**src/rtl/inv_shift_rows_stream.sv**
```systemverilog
// Byte-serial AES InvShiftRows stage with ping-pong block buffers (1 byte/cycle sustained).
// Optional feature: define INV_SHIFT_ROWS_BYPASS_EN to add bypass_in (per-block natural-order pass-through).
module inv_shift_rows_stream #(
    parameter int N  = 128,
    parameter int BW = 8
) (
    input  logic          clk,
    input  logic          rst,
`ifdef INV_SHIFT_ROWS_BYPASS_EN
    input  logic          bypass_in,
`endif
    input  logic          in_valid,
    output logic          in_ready,
    input  logic [BW-1:0] in_data,
    output logic          out_valid,
    input  logic          out_ready,
    output logic [BW-1:0] out_data,
    output logic          out_last
);

    if (N != 128 || BW != 8) begin : g_bad_params
        $error("inv_shift_rows_stream supports only N=128 and BW=8");
    end

    logic [BW-1:0] mem [2][16];
    logic [1:0]    full;
    logic          wr_sel;
    logic          rd_sel;
    logic [3:0]    wr_cnt;
    logic [3:0]    rd_cnt;
    logic          in_fire;
    logic          out_fire;
    logic [1:0]    src_col;
    logic [3:0]    src_idx;
    logic          rd_bypass;

    assign in_ready = !full[wr_sel];
    assign in_fire  = in_valid && in_ready;
    assign out_valid = full[rd_sel];
    assign out_fire  = out_valid && out_ready;

    // Row r of output column c comes from input column (c - r) mod 4, same row.
    assign src_col = rd_cnt[3:2] - rd_cnt[1:0];

`ifdef INV_SHIFT_ROWS_BYPASS_EN
    logic [1:0] bypass_flag;

    always_ff @(posedge clk) begin
        if (in_fire && wr_cnt == 4'd0) begin
            bypass_flag[wr_sel] <= bypass_in;
        end
    end

    assign rd_bypass = bypass_flag[rd_sel];
`else
    assign rd_bypass = 1'b0;
`endif

    assign src_idx  = rd_bypass ? rd_cnt : {src_col, rd_cnt[1:0]};
    assign out_data = out_valid ? mem[rd_sel][src_idx] : '0;
    assign out_last = out_valid && (rd_cnt == 4'd15);

    always_ff @(posedge clk) begin
        if (in_fire) begin
            mem[wr_sel][wr_cnt] <= in_data;
        end
    end

    // Fill and drain always touch different buffers, so both flag updates can land in one cycle.
    always_ff @(posedge clk) begin
        if (rst) begin
            full   <= 2'b00;
            wr_sel <= 1'b0;
            rd_sel <= 1'b0;
            wr_cnt <= 4'd0;
            rd_cnt <= 4'd0;
        end else begin
            if (in_fire) begin
                wr_cnt <= wr_cnt + 4'd1;
                if (wr_cnt == 4'd15) begin
                    full[wr_sel] <= 1'b1;
                    wr_sel       <= ~wr_sel;
                end
            end
            if (out_fire) begin
                rd_cnt <= rd_cnt + 4'd1;
                if (rd_cnt == 4'd15) begin
                    full[rd_sel] <= 1'b0;
                    rd_sel       <= ~rd_sel;
                end
            end
        end
    end

endmodule

```
**config.mk**
```make
export PLATFORM = sky130hd
export DESIGN_NAME = inv_shift_rows_stream
export DESIGN_NICKNAME = d
export VERILOG_FILES = /design/src/rtl/inv_shift_rows_stream.sv
export SDC_FILE = /design/constraint.sdc
export NUM_CORES = 1
export LEC_CHECK = 0
export CELL_PAD_IN_SITES_DETAIL_PLACEMENT = 1
export CELL_PAD_IN_SITES_GLOBAL_PLACEMENT = 2
export CORE_MARGIN = 2
export CORE_UTILIZATION = 40
export CTS_BUF_LIST = sky130_fd_sc_hd__clkbuf_8
export CTS_CLUSTER_SIZE = 20
export DETAILED_ROUTE_END_ITERATION = 16
export GPL_TIMING_DRIVEN = 0
export PLACE_DENSITY = 0.71
export SYNTH_ARGS = -nofsm -noshare
export SYNTH_HDL_FRONTEND = slang
export SYNTH_SLANG_ARGS = --single-unit
```
**constraint.sdc**
```tcl
create_clock -name clk -period 3.3 [get_ports clk]
set_clock_uncertainty 0.2 [all_clocks]
set_input_delay 0.495 -clock clk [delete_from_list [all_inputs] [get_ports clk]]
set_output_delay 0.495 -clock clk [all_outputs]
set_load 0.03 [all_outputs]
```
==> impl_metrics.yaml <==
outcome:
  status: "completed"
placement:
  portBuffers: 22
  dpl.cell_count: 933
  dp_hpwl_mm: 16.91
  place_congestion: 0.7946
  pre_cts_slack_ps: -898.9
  placed_area_mm2: 0.01141
die:
  start_util_pct: 40.39
  dieArea_mm2: 0.02824
  core_mm2: 0.02665
  ios: 23
  die_w_um: 168.1
  fp.dieH_um: 168.1
  fp-row-count: 60
global_routing:
  antenna_found_initial: 0
  gr-usage-met1_pct: 25.96
  grt_use_met2_pct: 31.23
  grt-busiest-layer: "met2"
  overflow: 0
  met3_usage_pct: 3.785
  track_usage_pct: 19.13
  grt_first_pass_wirelength_mm: 39.63
  grt_pass1_vias: 6206
  grt_max_degree: 33
yosys:
  synthTopCellsByArea: "edfxtp_1 (71%), mux4_2 (10%), dfxtp_1 (2.4%)"
  synth-xor-area-share_pct: 0.8717
  synth-simple-area-share_pct: 4.661
  ys_seq_elements: 269
  yosysUniqueCellTypes: 44
  muxShareOfSynthArea_pct: 14.14
  synth_edf_count: 256
  netlist_instances: 570
  synthFlopType: "edfxtp_1"
  netlist.area_leader.share_pct: 71.41
  synthesis.area_mm2: 0.01077
  yosys.area.top_type: "edfxtp_1"
  synth.net_count: 588
  synth-adder-area-share_pct: 0.6974
  yosysWarnings: 0
  synth_top_family_by_area: "multiplexers"
  synth-async-reset-ratio_pct: 0
  synth_compound_gate_area_share_pct: 4.068
  synth_seq_area_share_pct: 73.83
  synth.avg_cell_area_um2: 18.89
layout:
  area_delta_synth_final_pct: 18.17
  drive_above_1_share_pct: 31.46
  mostFrequentLayoutCells: "edfxtp_1 (256), mux4_2 (49), clkbuf_8 (46)"
  diodes: 0
  finalNonFillerCells: 1018
  final_common_cell: "edfxtp_1"
  finish.instance_area_mm2: 0.01272
  fin_nets: 662
sta:
  slew_viol_final: 0
  clock.fmax_ghz: 0.3119
  period_needed_ps: 3206
  tightest_slew_ps: 1305
  setup_tns_ps: 0
  finalSetupViolCount: 0
  rsz0062_at_grt: "true"
  hold_viol: 0
  relSlewSlack_pct: 12.71
  fin_ws_ps: 93.93
  finalCritPeriodShare_pct: 97.15
clock_tree:
  cts_buffers: 45
  ctsHoldBuffers: 0
  cts_tree: "built"
  clock-sinks: 269
  htreeDepth: 2
  clockBufferDepth: 3
  root_buffer: "clkbuf_8"
  path_clk_slew_ps: 60
  worstSkewPairLatency_ps: 550
routing:
  antenna_left: 0
  via_per_inst: 5.479
  via_count: 5578
  wire_per_inst_um: 25.81
  drt_iter0_drc: 387
  wl_mm: 26.27
  drtPass1Iterations: 5
  drc: 0
worst_setup_path:
  path_buf_inv: 4
  path_cells: "inv_2 -> ha_4 -> buf_8 -> buf_8 -> mux2i_4 -> a221oi_2 -> o31a_1 -> buf_4"
  slowest_delay_ps: 340
  cp.required_ps: 2600
  start_kind: "flip-flop"
  path_common_cell: "buf_8"
  cp-end-kind: "output pin"
  arrival_ps: 2510
  path_delay_family: "buffers and inverters"
  path_max_fanout: 10
  crit_slowest_cell: "a221oi_2"
  path_class: "reg -> out"
flow_run:
  timing.max_cap.violations: 0
power:
  power_density_mw_per_mm2: 538.9
  p_leak_nw: 4.014
  ir_worst_vdd_v: 0.0003511
  total_power_mw: 6.855
hold_path:
  hp-class: "in -> reg"
cells in the mapped netlist, types with 6 or more instances:
master    count
a21oi_1      10
clkbuf_1     10
mux2_2       20
nor2b_1       8
a221oi_2      7
nand3_1       7
o21ai_0       6
mux4_2       49
a211oi_1      9
buf_2         8
edfxtp_1    256
inv_1         6
mux2i_1      18
ha_1          6
o22ai_1       8
o31a_1        7
dfxtp_1      13
nand2_1      23
nor3_1        8
nor2_1       44
flip-flops by register name, summed over array words and instances (netlist names), named ones only:
| name | count |
|---|---|
| rd_cnt | 4 |
| rd_sel | 1 |
| full | 2 |
| mem | 256 |
| wr_sel | 1 |
| wr_cnt | 4 |
cell families after synthesis:
logic type,after synthesis
muxes,88
AOI/OAI and AO/OA,55
DFF,269
adders and majority gates,6
and+or+nand+nor,107
xor gates and xnor gates,9
buffers and inverters,36
stage by stage:
step / utilization [%] / hold slack, ps
floorplan: - / 335.6
global placement: 42.82 / 358.8
detailed placement: 42.82 / 369.8
CTS: 47.06 / 393.2
global route: 47.73 / 341.9
finish: 47.73 / 313.8
layer usage:
| metal | part of all wire, % | up-vias | wire [µm] |
|---|---|---|---|
| li1 | - | 2449 | - |
| met1 | 45 | 2935 | 11720 |
| met2 | 49 | 155 | 12860 |
| met3 | 4.4 | 39 | 1155 |
| met4 | 2.0 | 0 | 535 |
| met5 | 0 | - | 0 |
path summary, 6_finish.rpt:
check / from / endpoint / slack [ps] / cells after the start
setup / recovery: rd_cnt[2]$_SDFFE_PP0P_ / out_data[4] / 90 / 8
hold / removal: in_data[7] / mem[1][95]$_DFFE_PP_ / 310 / 1
setup reg to reg: wr_sel$_SDFFE_PP0P_ / mem[0][79]$_DFFE_PP_ / 320 / 6
hold reg to reg: rd_cnt[3]$_SDFFE_PP0P_ / rd_cnt[3]$_SDFFE_PP0P_ / 380 / 2
worst reg2reg max path, stage by stage, from the launching register on:
cell      delay [ps]
dfxtp_1          300
buf_2            200
mux2i_2          380
and2_0           170
clkbuf_1         200
nand2_1          320
nor2_1           850
timing repair:
item | CTS | global route
resized for setup | 106 | 35
pin swaps | 5 | 2
cloned | 0 | 1
buffers inserted | 3 | 1
endpoints found under the setup margin | 9 | 9
power breakdown:
part	switching [mW]	internal [mW]	total (mW)	leakage, nW
sequential	0.00679	3.76	3.77	2.41
combinational	0.113	0.0423	0.156	1.11
clock	1.34	1.59	2.93	0.492
total	1.46	5.40	6.85	4.01
layout make-up:
class / instances / area [µm²]
inverters: 7 / 26.28
plain buffers: 29 / 301.5
clock buffers: 45 / 619.3
fillers: 2484 / 13930
flip-flops and latches: 269 / 7953
clock inverters: 35 / 262.8
multi-input cells: 265 / 2884
repair buffers: 27 / 247.7
well taps: 341 / 426.7
Note: power is estimated with default switching activity, not from simulation.
